==> src/rtl/dvsd_4bit_count_monitor.sv <==
// Protocol monitor for the 4-bit up/down counter output: infers direction, flags illegal steps,
// counts wraps and errors. Define COUNT_MON_HOLD_OK_EN to accept a repeated value as a legal hold.
module dvsd_4bit_count_monitor #(
  parameter int ERR_W  = 8,
  parameter int WRAP_W = 8
) (
  input  logic              clk,
  input  logic              reset,
  input  logic              clr,
  input  logic              valid,
  input  logic [3:0]        count_in,
  output logic              locked,
  output logic              dir,
  output logic              step_err,
  output logic              dir_chg,
  output logic              wrap,
  output logic [ERR_W-1:0]  err_cnt,
  output logic [WRAP_W-1:0] wrap_cnt
);

  // state | meaning
  // EMPTY | no sample seen since reset/clr
  // ACQ   | have a reference sample, direction not yet established
  // UP    | locked, counter incrementing
  // DOWN  | locked, counter decrementing
  typedef enum logic [1:0] {EMPTY, ACQ, UP, DOWN} state_t;

  state_t            state_q, state_d;
  logic [3:0]        prev_q, prev_d;
  logic [3:0]        delta;
  logic              is_up, is_dn, is_hold, illegal;
  logic              dir_d, step_err_d, dir_chg_d, wrap_d;
  logic [ERR_W-1:0]  err_cnt_d;
  logic [WRAP_W-1:0] wrap_cnt_d;

  always_ff @(posedge clk or negedge reset) begin
    if (!reset) begin
      state_q  <= EMPTY;
      prev_q   <= 4'd0;
      locked   <= 1'b0;
      dir      <= 1'b0;
      step_err <= 1'b0;
      dir_chg  <= 1'b0;
      wrap     <= 1'b0;
      err_cnt  <= '0;
      wrap_cnt <= '0;
    end else begin
      state_q  <= state_d;
      prev_q   <= prev_d;
      locked   <= (state_d == UP) || (state_d == DOWN);
      dir      <= dir_d;
      step_err <= step_err_d;
      dir_chg  <= dir_chg_d;
      wrap     <= wrap_d;
      err_cnt  <= err_cnt_d;
      wrap_cnt <= wrap_cnt_d;
    end
  end

  always_comb begin
    delta = count_in - prev_q;
    is_up = (delta == 4'd1);
    is_dn = (delta == 4'd15);
`ifdef COUNT_MON_HOLD_OK_EN
    is_hold = (delta == 4'd0);
`else
    is_hold = 1'b0;
`endif
    illegal = !(is_up || is_dn || is_hold);
  end

  always_comb begin
    state_d    = state_q;
    prev_d     = prev_q;
    dir_d      = dir;
    step_err_d = 1'b0;
    dir_chg_d  = 1'b0;
    wrap_d     = 1'b0;
    err_cnt_d  = err_cnt;
    wrap_cnt_d = wrap_cnt;

    if (clr) begin
      state_d    = EMPTY;
      err_cnt_d  = '0;
      wrap_cnt_d = '0;
    end else if (valid) begin
      prev_d = count_in;
      case (state_q)
        EMPTY: state_d = ACQ;
        ACQ: begin
          if (is_up) begin
            state_d = UP;
            dir_d   = 1'b1;
          end else if (is_dn) begin
            state_d = DOWN;
            dir_d   = 1'b0;
          end else if (illegal) begin
            step_err_d = 1'b1;
          end
        end
        UP: begin
          if (is_dn) begin
            state_d   = DOWN;
            dir_d     = 1'b0;
            dir_chg_d = 1'b1;
          end else if (illegal) begin
            state_d    = ACQ;
            step_err_d = 1'b1;
          end
        end
        DOWN: begin
          if (is_up) begin
            state_d   = UP;
            dir_d     = 1'b1;
            dir_chg_d = 1'b1;
          end else if (illegal) begin
            state_d    = ACQ;
            step_err_d = 1'b1;
          end
        end
        default: state_d = EMPTY;
      endcase

      if (state_q != EMPTY)
        wrap_d = (is_up && prev_q == 4'd15) || (is_dn && prev_q == 4'd0);

      // saturate rather than roll over so a long fault burst stays visible
      if (step_err_d && (err_cnt != '1))
        err_cnt_d = err_cnt + ERR_W'(1);
      if (wrap_d && (wrap_cnt != '1))
        wrap_cnt_d = wrap_cnt + WRAP_W'(1);
    end
  end

endmodule

==> config.mk <==
export PLATFORM = sky130hd
export DESIGN_NAME = dvsd_4bit_count_monitor
export DESIGN_NICKNAME = d
export VERILOG_FILES = /design/src/rtl/dvsd_4bit_count_monitor.sv
export SDC_FILE = /design/constraint.sdc
export NUM_CORES = 1
export LEC_CHECK = 0
export CORE_MARGIN = 1
export CORE_UTILIZATION = 44
export CTS_CLUSTER_SIZE = 30
export DETAILED_ROUTE_END_ITERATION = 16
export PLACE_DENSITY = 0.76
export SLEW_MARGIN = 20
export SYNTH_ARGS = -nofsm -noshare
export SYNTH_HDL_FRONTEND = slang
export SYNTH_SLANG_ARGS = --single-unit
==> constraint.sdc <==
create_clock -name clk -period 2.6 [get_ports clk]
set_clock_uncertainty 0.05 [all_clocks]
set_input_delay 0.39 -clock clk [delete_from_list [all_inputs] [get_ports clk]]
set_output_delay 0.39 -clock clk [all_outputs]
set_load 0.03 [all_outputs]
==> flow_summary.ini, run 1 <==
[floorplanning]
io_pins = 29
start_util = 0.477
fp.coreArea_sq_um = 3130
die_y_um = 60.2
dieWidth_um = 60.2
die-area_sq_um = 3630
rows = 20

[critical_path]
path_class = reg -> reg
arrival_ns = 2.85
startpoint_type = register
crit_fanout = 8
setup.worst_path.start = prev_q[0]
ff2ff_setup_slack_ns = -0.04
timing.rr.start = prev_q[0]
r2r_cells = 10
crit_path_end = wrap_cnt[6]
cp.required_ns = 2.82
crit_path_end_kind = register
r2r-end = wrap_cnt[6]

[global_routing]
grt_pass1_vias = 1377
grt_max_degree = 28
grt_pass1_wl_mm = 6.28
grt-ovfl-total = 0
grt_use_total = 0.231
antenna_found_initial = 0

[detailed_routing]
drc_errors = 0
drtAntennaViolNets = 0
viasPerCell = 5.80
wl_per_cell_um = 15.6
first_pass_iters = 4
vias = 1403
wirelength_mm = 3.78
drt-initial-drc-count = 68

[cells_and_area]
drive_gt1_frac = 0.232
final_common_cell = dfrtp_1
nNetsFinal = 213
n_antenna_cell = 0
final_cell_mix = dfrtp_1, clkdlybuf4s50_1, buf_4
syn2layout_area_growth_pct = 36.8
design_area_sq_um = 2040
final_util = 0.653

[sta]
hold_violations = 0
hold_slack_ns = 0.339
timing.final.ws_setup_ns = -0.0357
slew_viol_final = 0
layout_worst_path_cycle_share = 1.01
worstMarginPinSlew_ns = 0.577
post-route-min-period_ns = 2.64
setup_violations = 5
worst_slew_margin_rel = 0.614
max_freq_mhz = 379
rsz0062_at_grt = yes

[cts]
cts-root-buf = clkbuf_4
cts_max_level = 1
numCtsBuffers = 3
clkTransAtPathRegs_ns = 0.17
clkLatencyLatePin_ns = 0.34
cts_buffer_depth = 2
ctsHoldBuffers = 0
cts_tree = yes
cts_num_sinks = 27

[yosys]
synth_cell_types = 37
synth_seq_cells = 27
yosysWarningCount = 0
synth_edf_count = 0
syn-num-nets = 170
yosysTopAreaCell = dfrtp_1
yosysSeqAreaShare = 0.453
postSynth.asyncResetShare = 1.00
synth.top_cell.area_share = 0.453
syn_area_sq_um = 1490
synth.avg_cell_area_sq_um = 9.57
yosys-top-cells-area = dfrtp_1, ha_1, nand3_1, a21oi_1, o21ai_0
netlist_instances = 156
synth-main-ff-cell = dfrtp_1

[place]
io_buffers = 28
place_hpwl_mm = 2.52
place_ws_ns = -0.625
placed_area_sq_um = 1890
routabilityCongestion = 0.911

[pwr]
power_density_nw_per_um2 = 454
power.leakage_nw = 0.851
comb_power_share = 0.281
p_sw_uw = 303
pwr-share-seq = 0.502
ir_drop_mv = 0.206
p_int_uw = 624
power_frac_clock = 0.217
finalPower_uw = 928
swShare = 0.327

[outcome]
violations = negative setup slack
status = finished with violations

[worst_hold_path]
worstHoldPathType = in -> async

[flow_run]
max_cap_viol_count = 0
-- state kept, by name (all words and copies together), names as in the netlist, 2 cells and up --
| register | count |
|---|---|
| err_cnt | 8 |
| prev_q | 4 |
| state_q | 2 |
| wrap_cnt | 8 |
-- how the worst min path moves through the flow --
stage	from	endpoint	slack, ns
2_1_floorplan	reset	dir	0.04
4_1_cts	reset	dir_chg	0.36
5_1_grt	reset	state_q[1]	0.37
3_5_place_dp	dir	dir	0.49
3_3_place_gp	dir	dir	0.46
6_report	reset	err_cnt[7]	0.34
-- cells in the mapped netlist (2+ instances only) --
cell	number
or4_2	2
nor3_1	3
a22o_1	2
dfrtp_1	27
mux2i_1	4
nor2b_1	4
or3_1	5
a21oi_1	11
clkbuf_1	5
nand2_1	11
o21ai_0	9
nand3b_1	2
or4_1	3
and3_1	2
nor2_1	12
o31ai_1	2
nor4_1	5
inv_1	5
ha_1	5
mux2_2	2
nand4_1	2
xor2_1	4
buf_6	2
nand3_1	12
a211oi_1	2
xnor2_1	2
-- layer usage --
metal,track usage,share of wire,up-vias
li1,-,-,649
met5,0,0,-
met1,0.295,0.40,688
met2,0.391,0.53,54
met3,0.0303,0.049,12
met4,0.0963,0.022,0
-- critical path: stages, from the launching register on --
cell     delay (ns)
dfrtp_1        0.43
ha_2           0.20
fa_2           0.35
xor2_2         0.16
or3_4          0.35
buf_6          0.13
nor4_4         0.14
mux2i_2        0.13
buf_6          0.16
or3_1          0.34
a21oi_1        0.12
-- repair_timing --
item	in CTS	in global routing
setup buffers	3	1
pin swaps	13	5
endpoints found under the setup margin	13	13
resized for setup	8	15
-- power groups by stage --
stage          clock network [mW]  registers [mW]  logic [mW]
6_report                    0.202           0.465       0.261
5_1_grt                     0.226           0.468       0.285
4_1_cts                     0.204           0.465       0.244
3_5_place_dp                    0           0.473       0.228
3_3_place_gp                    0           0.470       0.218
2_1_floorplan                   0           0.494       0.110
-- logic make-up (layout without fill, tap and decap cells) --
group | after synthesis | count (layout) | share of synthesized area
flip-flops | 27 | 27 | 0.453
adder cells (fa/ha/maj) | 6 | 6 | 0.0553
AO/OA/AOI/OAI | 31 | 31 | 0.127
AND/OR/NAND/NOR | 68 | 68 | 0.247
multiplexers | 6 | 6 | 0.0419
XOR/XNOR | 6 | 6 | 0.0352
buffers and inverters | 12 | 54 | 0.0402
-- final cells by class --
cell class / instances / area, sq um
Inverter: 5 / 18.8
Sequential cell: 27 / 676
Clock inverter: 1 / 8.76
Fill cell: 260 / 1090
Timing Repair Buffer: 45 / 417
Clock buffer: 3 / 22.5
Multi-Input combinational cell: 117 / 845
Tap cell: 44 / 55.1
-- stage by stage --
step	setup TNS, ns	cells
2_1_floorplan	-0.296	156
3_3_place_gp	-7.22	234
3_5_place_dp	-8.41	234
4_1_cts	-0.409	241
5_1_grt	-1.04	242
6_report	-0.0873	242
(Power assumes the default switching activity.)
==> run 2: changes to the inputs <==
Settings changed: ABC_CLOCK_PERIOD_IN_PS set to 2600, CORE_UTILIZATION 44 to 46, PLACE_DENSITY 0.76 to 0.79.
==> flow_summary.ini, run 2 (synthesis results as in run 1) <==
[outcome]
status = finished with violations
violations = negative setup slack

[critical_path]
path_class = reg -> reg
crit_path_end_kind = register
startpoint_type = register
path_cells = ha_4, fa_2, xor2_2, or3_4, or4_1, or4_4, a21oi_2
crit_fanout = 3
slowest_stage = dfrtp_1
cp.required_ns = 2.81
cpPeakStageDelay_ns = 0.44
ff2ff_setup_slack_ns = -0.06
arrival_ns = 2.87

[sta]
fin_setup_tns_ns = -0.138
worstMarginPinSlew_ns = 0.581
setup_violations = 3
worst_slew_margin_rel = 0.612
slew_viol_final = 0
max_freq_mhz = 376
rsz0062_at_grt = yes
hold_violations = 0
layout_worst_path_cycle_share = 1.02
timing.final.ws_setup_ns = -0.0592
post-route-min-period_ns = 2.66

[global_routing]
grt_pass1_vias = 1383
grt_max_degree = 28
grt-ovfl-total = 0
antenna_found_initial = 0
grt_use_total = 0.240
grt_pass1_wl_mm = 6.29

[detailed_routing]
wirelength_mm = 3.72
vias = 1401
wl_per_cell_um = 14.8
drtAntennaViolNets = 0
viasPerCell = 5.56
drc_errors = 0
drt-initial-drc-count = 55
first_pass_iters = 4

[cts]
cts_max_level = 1
cts_buffer_depth = 2
cts_num_sinks = 27
clkLatencyLatePin_ns = 0.32
clkTransAtPathRegs_ns = 0.14
cts-root-buf = clkbuf_4
numCtsBuffers = 3
cts_tree = yes

[cells_and_area]
top_regs = err_cnt x8, wrap_cnt x8, prev_q x4
fillerInstances = 256
final_cell_mix = dfrtp_1, buf_4, clkdlybuf4s50_1
design_area_sq_um = 2090
multi_input_area_sq_um = 835
syn2layout_area_growth_pct = 40.2
n_antenna_cell = 0
drive_gt1_frac = 0.269
final_util = 0.680
nNetsFinal = 223
seqCellArea_sq_um = 676

[pwr]
power_density_nw_per_um2 = 432
finalPower_uw = 905
ir_drop_mv = 0.413
power.leakage_nw = 0.895

[floorplanning]
fp.coreArea_sq_um = 3080
start_util = 0.485
io_pins = 29
die_y_um = 59.0
rows = 20
dieWidth_um = 59.0
die-area_sq_um = 3480

[place]
place_hpwl_mm = 2.39
io_buffers = 28
placed_area_sq_um = 1870
place_ws_ns = -0.664
routabilityCongestion = 0.962

[flow_run]
max_cap_viol_count = 0

[worst_hold_path]
worstHoldPathType = in -> reg
## run 2: worst max-delay path, delay by kind of cell (launching register included)
| kind | cells | cell delay (ns) |
|---|---|---|
| AOI/OAI and AO/OA | 1 | 0.15 |
| xor gates and xnor gates | 1 | 0.17 |
| adders and majority gates | 2 | 0.53 |
| DFF | 1 | 0.44 |
| and+or+nand+nor | 3 | 1.26 |
## run 2: path summary, 6_finish.rpt
path,from,to,cells after the start
max,prev_q[0],wrap,7
min,count_in[1],prev_q[1],3
max reg2reg,prev_q[0],wrap,7
min reg2reg,dir,dir,1
max in group asynchronous,reset,wrap_cnt[2],2
min in group asynchronous,reset,state_q[0],2
## run 2: through the flow
stage / std cells / hold slack [ns]
2_1_floorplan: 156 / 0.0444
3_3_place_gp: 231 / 0.460
3_5_place_dp: 231 / 0.477
4_1_cts: 252 / 0.364
5_1_grt: 252 / 0.356
6_report: 252 / 0.304
## run 2: area by class of cell
type / instances / area share
tap: 44 / 0.0263
inverter: 5 / 0.00897
clock inverter: 1 / 0.00239
sequential: 27 / 0.323
clock buffer: 3 / 0.0108
multi-input combinational: 117 / 0.399
timing repair buffer: 55 / 0.230
## run 2: repair_timing
item / 4_1_cts / 5_1_grt
hold buffers: 0 / 0
buffers inserted: 17 / 0
gates resized for setup: 6 / 15
setup endpoints to repair: 13 / 15
pin swaps: 7 / 6
hold endpoints to repair: 0 / 0
## run 2: layer usage
| metal | wire (um) | up-vias | GRT usage |
|---|---|---|---|
| met5 | 0 | - | 0 |
| met4 | 127 | 0 | 0.0884 |
| met3 | 184 | 14 | 0.0703 |
| met2 | 1800 | 44 | 0.388 |
| met1 | 1610 | 670 | 0.305 |
| li1 | - | 673 | - |
## run 2: report_power, final
part           switching, mW  internal [mW]  leakage, nW
Clock                  0.122         0.0577       0.0177
Combinational          0.139          0.119        0.510
Sequential            0.0253          0.442        0.367
Total                  0.286          0.619        0.895
==> run 3: changes to the inputs <==
Settings changed: ABC_CLOCK_PERIOD_IN_PS 2600 to not set, CORE_UTILIZATION 46 to 56, DONT_BUFFER_PORTS set to 1, PLACE_DENSITY 0.79 to 0.78, SKIP_CTS_REPAIR_TIMING set to 1.
==> flow_summary.ini, run 3 (synthesis results as in run 1) <==
[critical_path]
startpoint_type = register
arrival_ns = 2.86
path_class = reg -> reg
ff2ff_setup_slack_ns = -0.10
crit_fanout = 7
cp.required_ns = 2.76
crit_path_end_kind = register

[floorplanning]
die-area_sq_um = 2880
fp.coreArea_sq_um = 2500
io_pins = 29
start_util = 0.597
dieWidth_um = 53.6
rows = 18
die_y_um = 53.6

[global_routing]
grt_pass1_wl_mm = 4.82
grt_max_degree = 28
antenna_found_initial = 0
met1_usage = 0.282
grtUsageMet2 = 0.371
grt_use_total = 0.229
met3_usage = 0.0593
grt-ovfl-total = 0
grt_pass1_vias = 1207
grt_busiest_layer = met2

[sta]
max_freq_mhz = 370
worst_slew_margin_rel = 0.674
hold_violations = 0
rsz0062_at_grt = yes
slew_viol_final = 0
setup_violations = 3
post-route-min-period_ns = 2.70
hold_slack_ns = 0.0619
layout_worst_path_cycle_share = 1.04
timing.final.ws_setup_ns = -0.105
worstMarginPinSlew_ns = 0.488

[outcome]
violations = negative setup slack
status = finished with violations

[cells_and_area]
final_util = 0.703
final_common_cell = dfrtp_1
syn2layout_area_growth_pct = 17.8
n_antenna_cell = 0
nNetsFinal = 185
final_cell_mix = dfrtp_1, buf_4, nand3_1, nor2_1, nand2_1
drive_gt1_frac = 0.271
top_regs = err_cnt x8, wrap_cnt x8, prev_q x4

[detailed_routing]
vias = 1234
drc_errors = 0
wirelength_mm = 3.19
wl_per_cell_um = 15.9
first_pass_iters = 4
drt-initial-drc-count = 19
viasPerCell = 6.17
drtAntennaViolNets = 0

[pwr]
p_sw_uw = 253
power_frac_clock = 0.212
power.leakage_nw = 0.745
p_int_uw = 577
comb_power_share = 0.196
swShare = 0.305
power_density_nw_per_um2 = 472
pwr-share-seq = 0.591
ir_drop_mv = 0.389

[place]
place_hpwl_mm = 2.24
routabilityCongestion = 0.819
io_buffers = 0
place_ws_ns = -0.133

[cts]
cts_max_level = 1
cts_buffer_depth = 2
clkLatencyLatePin_ns = 0.31
cts_num_sinks = 27
numCtsBuffers = 3
clkTransAtPathRegs_ns = 0.14
cts_tree = yes
cts-root-buf = clkbuf_4

[worst_hold_path]
worstHoldPathType = in -> reg

[flow_run]
max_cap_viol_count = 0
==> run 3: changes by cell type in the layout (fill, tap and decap cells not counted), sizes merged <==
cell	change
clkinv	-1
buf	-11
dlymetal6s2s	-1
clkdlybuf4s50	-26
dlygate4sd3	+1
==> run 3: final cells by class <==
type | count | area, sq um
clock buffers | 4 | 26.3
repair buffers | 17 | 146
multi-input cells | 117 | 853
fillers | 186 | 742
inverters | 5 | 18.8
well taps | 30 | 37.5
flip-flops and latches | 27 | 676
==> run 3: power groups by stage <==
stage	Sequential (mW)	Combinational, mW	Clock (mW)
2_1_floorplan	0.494	0.110	0
3_3_place_gp	0.496	0.127	0
3_5_place_dp	0.498	0.134	0
4_1_cts	0.490	0.134	0.181
5_1_grt	0.495	0.181	0.202
6_report	0.491	0.163	0.176
==> run 3: metrics by stage <==
step	cell area, sq um	setup TNS, ns	cells	total power, mW
after floorplan	1500	-0.296	156	0.603
after detailed placement	1600	-0.715	193	0.632
after global placement	1600	-0.222	193	0.623
final	1760	-0.173	200	0.830
after global routing	1760	-1.26	200	0.878
after CTS	1630	-0.441	197	0.805
==> run 3: final timing paths <==
path,cells past startpoint,end,from
max,9,err_cnt[5],prev_q[0]
min,1,wrap_cnt[3],clr
max reg2reg,9,err_cnt[5],prev_q[0]
min reg2reg,2,dir_chg,state_q[1]
max in group asynchronous,2,dir_chg,reset
min in group asynchronous,2,dir,reset
==> run 3: critical path, cell delays in order (launching register included) <==
cell and delay, ns:
dfrtp_1 0.43, ha_4 0.18, fa_2 0.40, xor2_2 0.16, or3_4 0.16, and3b_1 0.18
or3_4 0.41, buf_4 0.17, o31ai_1 0.35, a21oi_2 0.11
==> run 3: layer usage <==
| metal | share of wire | wire, um |
|---|---|---|
| met1 | 0.43 | 1370 |
| met4 | 0.017 | 53 |
| met5 | 0 | 0 |
| met3 | 0.045 | 143 |
| met2 | 0.51 | 1620 |
